--- config.mk ---
export PLATFORM = sky130hd
export DESIGN_NAME = alu_result_fifo
export DESIGN_NICKNAME = d
export VERILOG_FILES = /design/src/rtl/alu_result_fifo.sv
export SDC_FILE = /design/constraint.sdc
export NUM_CORES = 1
export LEC_CHECK = 0
export ABC_AREA = 1
export BUFFER_PORTS_ARGS = -buffer_cell sky130_fd_sc_hd__buf_2
export CAP_MARGIN = 20
export CELL_PAD_IN_SITES_DETAIL_PLACEMENT = 0
export CELL_PAD_IN_SITES_GLOBAL_PLACEMENT = 1
export CORE_ASPECT_RATIO = 0.7
export CORE_UTILIZATION = 44
export CTS_CLUSTER_DIAMETER = 80
export DETAILED_ROUTE_END_ITERATION = 6
export HOLD_SLACK_MARGIN = 0.03
export PLACE_DENSITY_LB_ADDON = 0.1
export SYNTH_ARGS = -nofsm -noshare
export SYNTH_HDL_FRONTEND = slang
export SYNTH_SLANG_ARGS = --single-unit
--- constraint.sdc ---
create_clock -name i_clk -period 2.2 [get_ports i_clk]
set_clock_uncertainty 0.1 [all_clocks]
set_input_delay 0.44 -clock i_clk [delete_from_list [all_inputs] [get_ports i_clk]]
set_output_delay 0.44 -clock i_clk [all_outputs]
set_load 0.05 [all_outputs]
--- src/rtl/alu_result_fifo.sv ---
// Result stage for the 4-bit ALU: captures {F, Z, Cout, Y} under valid/ready
// into a small first-word-fall-through FIFO drained in order by the consumer.
module alu_result_fifo #(
    parameter int BW_DATA = 4,
    parameter int DEPTH   = 4
) (
    input  logic                       i_clk,
    input  logic                       i_rst,
    input  logic                       i_valid,
    output logic                       o_ready,
    input  logic [BW_DATA-1:0]         i_Y,
    input  logic                       i_Cout,
    input  logic [2:0]                 i_F,
    output logic                       o_valid,
    input  logic                       i_ready,
    output logic [BW_DATA-1:0]         o_Y,
    output logic                       o_Cout,
    output logic [2:0]                 o_F,
    output logic                       o_Z,
    output logic [$clog2(DEPTH):0]     o_count,
    output logic                       o_full,
    output logic                       o_empty
);

    localparam int AW = $clog2(DEPTH);
    localparam int CW = AW + 1;
    localparam int EW = BW_DATA + 5;

    logic [EW-1:0] r_mem [DEPTH];
    logic [AW-1:0] r_wr_ptr;
    logic [AW-1:0] r_rd_ptr;
    logic [CW-1:0] r_count;

    logic          w_full;
    logic          w_empty;
    logic          w_push;
    logic          w_pop;
    logic          w_zero;
    logic [EW-1:0] w_entry;
    logic [EW-1:0] w_head;

    assign w_full  = (r_count == CW'(DEPTH));
    assign w_empty = (r_count == '0);

    // Ready is derived from occupancy alone, so a simultaneous pop never opens
    // a slot for a push when full; this keeps i_ready off the o_ready path.
    assign w_push  = i_valid & ~w_full;
    assign w_pop   = i_ready & ~w_empty;

    assign w_zero  = (i_Y == '0);
    assign w_entry = {i_F, w_zero, i_Cout, i_Y};

    // Storage carries no reset; only pointers and occupancy are cleared.
    always_ff @(posedge i_clk) begin
        if (w_push && !i_rst) begin
            r_mem[r_wr_ptr] <= w_entry;
        end
    end

    always_ff @(posedge i_clk) begin
        if (i_rst) begin
            r_wr_ptr <= '0;
            r_rd_ptr <= '0;
            r_count  <= '0;
        end else begin
            if (w_push) begin
                r_wr_ptr <= r_wr_ptr + AW'(1);
            end
            if (w_pop) begin
                r_rd_ptr <= r_rd_ptr + AW'(1);
            end
            if (w_push && !w_pop) begin
                r_count <= r_count + CW'(1);
            end else if (w_pop && !w_push) begin
                r_count <= r_count - CW'(1);
            end
        end
    end

    assign w_head  = r_mem[r_rd_ptr];

    assign o_ready = ~w_full;
    assign o_valid = ~w_empty;
    assign o_full  = w_full;
    assign o_empty = w_empty;
    assign o_count = r_count;

    // Head data is masked to zero while empty so stale storage never leaks out.
    assign o_Y    = w_empty ? '0   : w_head[BW_DATA-1:0];
    assign o_Cout = w_empty ? 1'b0 : w_head[BW_DATA];
    assign o_Z    = w_empty ? 1'b0 : w_head[BW_DATA+1];
    assign o_F    = w_empty ? 3'b0 : w_head[BW_DATA+4:BW_DATA+2];

endmodule
==> impl.org <==
** Clocking
- The clock passes through at most 2 buffers.
- Reg clk slew, reported paths :: 0.09 ns
- Clock sink count :: 45
- CTS root buffer :: clkbuf_8
- TritonCTS clock tree :: yes
- CTS built an H-tree with a depth of 2.
- Post-CTS Hold Fix Bufs :: 0
- Worst-Skew Late Latency :: 0.30 ns
- Number of CTS-inserted buffers :: 5
- Buffers added to address setup during post-CTS repair amount to 0.

** Cells and area
- In the final layout, the share of cells above drive strength 1 is 0.308.
- The repair_antennas step left the layout with diodes totalling 0.
- Most common cell after layout, fill and taps aside :: nor2_1
- Number of nets in the finished design :: between 200 and 250
- In the layout the commonest cells are nor2_1 (45), edfxtp_1 (36), buf_2 (26), inv_1 (14), nand2_1 (11).
- Relative area change from synthesis to final layout :: 18.6%

** Synthesis
- Netlist cell types :: 21
- Post-synth net total :: 195
- The average instance in the mapped netlist occupies 11.0 um^2.
- Area share of the largest cell type after synthesis :: 0.553
- Yosys printed 0 warnings.
- The mapped netlist covers 1950 um^2.
- Number of instances in the synthesized netlist :: 177
- In the post-synthesis netlist, the biggest area contributors are edfxtp_1 (55%), dfxtp_1 (9.2%), nor2_1 (8.6%).
- #FFs+latches synth :: 45
- The synthesized design spends more area on one cell type than any other, namely edfxtp_1.
- Of the synthesized area, sequential elements account for 0.646.

** Critical path
- Arrival time reported for the critical path endpoint :: 1.53 ns
- The critical path is of the flop to primary output type.
- Worst-case register-to-register setup slack :: 0.30 ns
- The most numerous cell type found on the critical path is nor2_1.
- Capturing element type of the critical path :: primary output
- Highest-delay cell along the critical path :: dfxtp_4
- The worst register-to-register path has a depth of 9.
- At the worst endpoint, the required time is between 1.5 and 2 ns.
- STA classifies the critical path startpoint as a flop.
- On the worst path, the slowest cell contributes a delay of 0.41 ns.
- Traced cell by cell, the critical path runs through buf_6 -> nor2_1 -> nor2_1 -> o21ai_0 -> a21oi_2 -> buf_2.
- In this run the worst path has a maximum fanout of 12.

** Route
- Number of DRC violations after detailed-routing iteration 0 :: 45
- After detailed routing, the number of remaining DRC violations is 0.
- Routed WL per cell :: 13.8 um
- Once detail routing completed, the nets flagged for antenna violations numbered 0.
- Routed vias/inst :: 4.87
- Vias :: 1296
- Router iterations before antenna repair :: 4
- Post-Route WL :: 3670 um

** GRT
- Number of global-route vias before repair :: 1223
- Number of antenna violations at the first check in global routing :: 0
- Remaining global-route overflow :: 0
- For this run, the total global-route usage over all layers was measured as 0.180.
- Largest net degree at the start of global routing :: 19
- First-pass GRT wire length :: about 6000 um

** Placement
- Hpwl dp :: roughly 2600 um
- Routability-driven placement finished with a final weighted congestion of 0.784.
- During placement, the flow inserted port buffers numbering 27.

** Die
- Io pins :: 28
- Die W :: around 82 um
- From bottom edge to top edge, the die measures 57.7 um.
- Site Rows :: 19
- Starting density of the core :: 0.478
- Total Die Area :: approximately 4700 um^2
- Core area :: around 4100 um^2

** Min path
- The worst hold path belongs to the class primary input to flop.
- Cell depth of the worst min-delay path :: 1

** Job
- Number of max-cap violations :: 0

** Timing
- Number of hold violations in the final report :: 0
- Worst slew pin tran :: 0.514 ns
- Final period utilization :: 0.941
- Measured against its own limit, the worst slew margin works out to 0.654.
- Number of max-slew violations in the final report :: 0
- Max Fclk :: 483 MHz
- Adding up every negative setup slack in the final design gives 0 ns.
- Setup repair after global routing left no endpoint under its margin.
- Final hold slack :: 0.252 ns
- Setup violations remaining at the end of the flow were counted as 0.
- After layout, the minimum clock period comes to roughly 2.1 ns.

** Power
- Pwr Density :: 1440 nW/um^2
- Across the VDD grid, the largest voltage drop is around 0.6 mV.
- LEAKAGE :: around 0.91 nW

** Outcome
- Result of the run :: completed
## critical path: cells and delay by family (launching register included)
kind                   cells  cell delay (ns)
AO/OA/AOI/OAI              2             0.26
buffers and inverters      2             0.44
flip-flops                 1             0.41
AND/OR/NAND/NOR            2             0.13
## cell usage after synthesis
| cell type | count |
|---|---|
| buf_6 | 3 |
| edfxtp_1 | 36 |
| inv_1 | 14 |
| nand2_1 | 11 |
| a21oi_1 | 14 |
| nand2_4 | 2 |
| buf_12 | 1 |
| xor2_1 | 1 |
| ha_1 | 5 |
| nor2_2 | 2 |
| inv_2 | 4 |
| nand3b_1 | 1 |
| fa_1 | 1 |
| nand3_1 | 4 |
| dfxtp_1 | 9 |
| nor4_1 | 1 |
| nor2_4 | 2 |
| o21ai_0 | 9 |
| o21ai_1 | 10 |
| nand2_2 | 2 |
| nor2_1 | 45 |
## where the power goes
group	switching, W	internal (W)	total, W
Combinational	0.00122	0.000405	0.00162
Sequential	0.0000860	0.00102	0.00111
Clock	0.000272	0.000341	0.000613
## logic make-up (layout without fill, tap and decap cells)
kind of cell,count (synthesis),count (layout),synth area share
simple gates,70,70,0.161
fa+ha+maj,6,6,0.0423
compound gates,33,33,0.0846
xor+xnor,1,1,0.00449
flops,45,45,0.646
buf+inv,22,59,0.0621
## final cells by class
class,instances,area [um^2]
Clock buffer,6,72.6
Clock inverter,2,38.8
Fill cell,359,1770
Inverter,18,70.1
Multi-Input combinational cell,110,616
Sequential cell,45,1270
Tap cell,52,65.1
Timing Repair Buffer,33,186
## flip-flops by register name, summed over array words and instances (netlist names), named ones only
register,cells
r_mem,36
o_count,3
r_rd_ptr,2
r_wr_ptr,2
## path summary, 6_finish.rpt
check	startpoint	endpoint
worst max-delay path	flop	o_Z
worst min-delay path	i_F[2]	r_mem[0][8]
worst max register to register	o_count[1]	o_count[1]
worst min register to register	r_rd_ptr[0]	flop
## layer usage
metal,up-vias,share of wire,global-route usage
li1,665,-,-
met1,605,0.48,0.236
met2,22,0.46,0.280
met3,4,0.045,0.0567
met4,0,0.013,0.0752
met5,-,0,0
## timing repair
item | in CTS | in global routing
gates resized for setup | 1 | 7
pin swaps | 0 | 0
endpoints found under the setup margin | 6 | 5
## through the flow
step                      std cells   util  total power, W  area, um^2  setup slack (ns)
after floorplan                 177      -         0.00242        2000            0.0103
after global placement          258  0.535         0.00270        2190             0.292
after detailed placement        258  0.535         0.00274        2190             0.256
after global routing            266  0.567         0.00352        2320            0.0423
after CTS                       266  0.563         0.00335        2300            0.0379
final                           266  0.567         0.00334        2320             0.129
(Power assumes the default switching activity.)
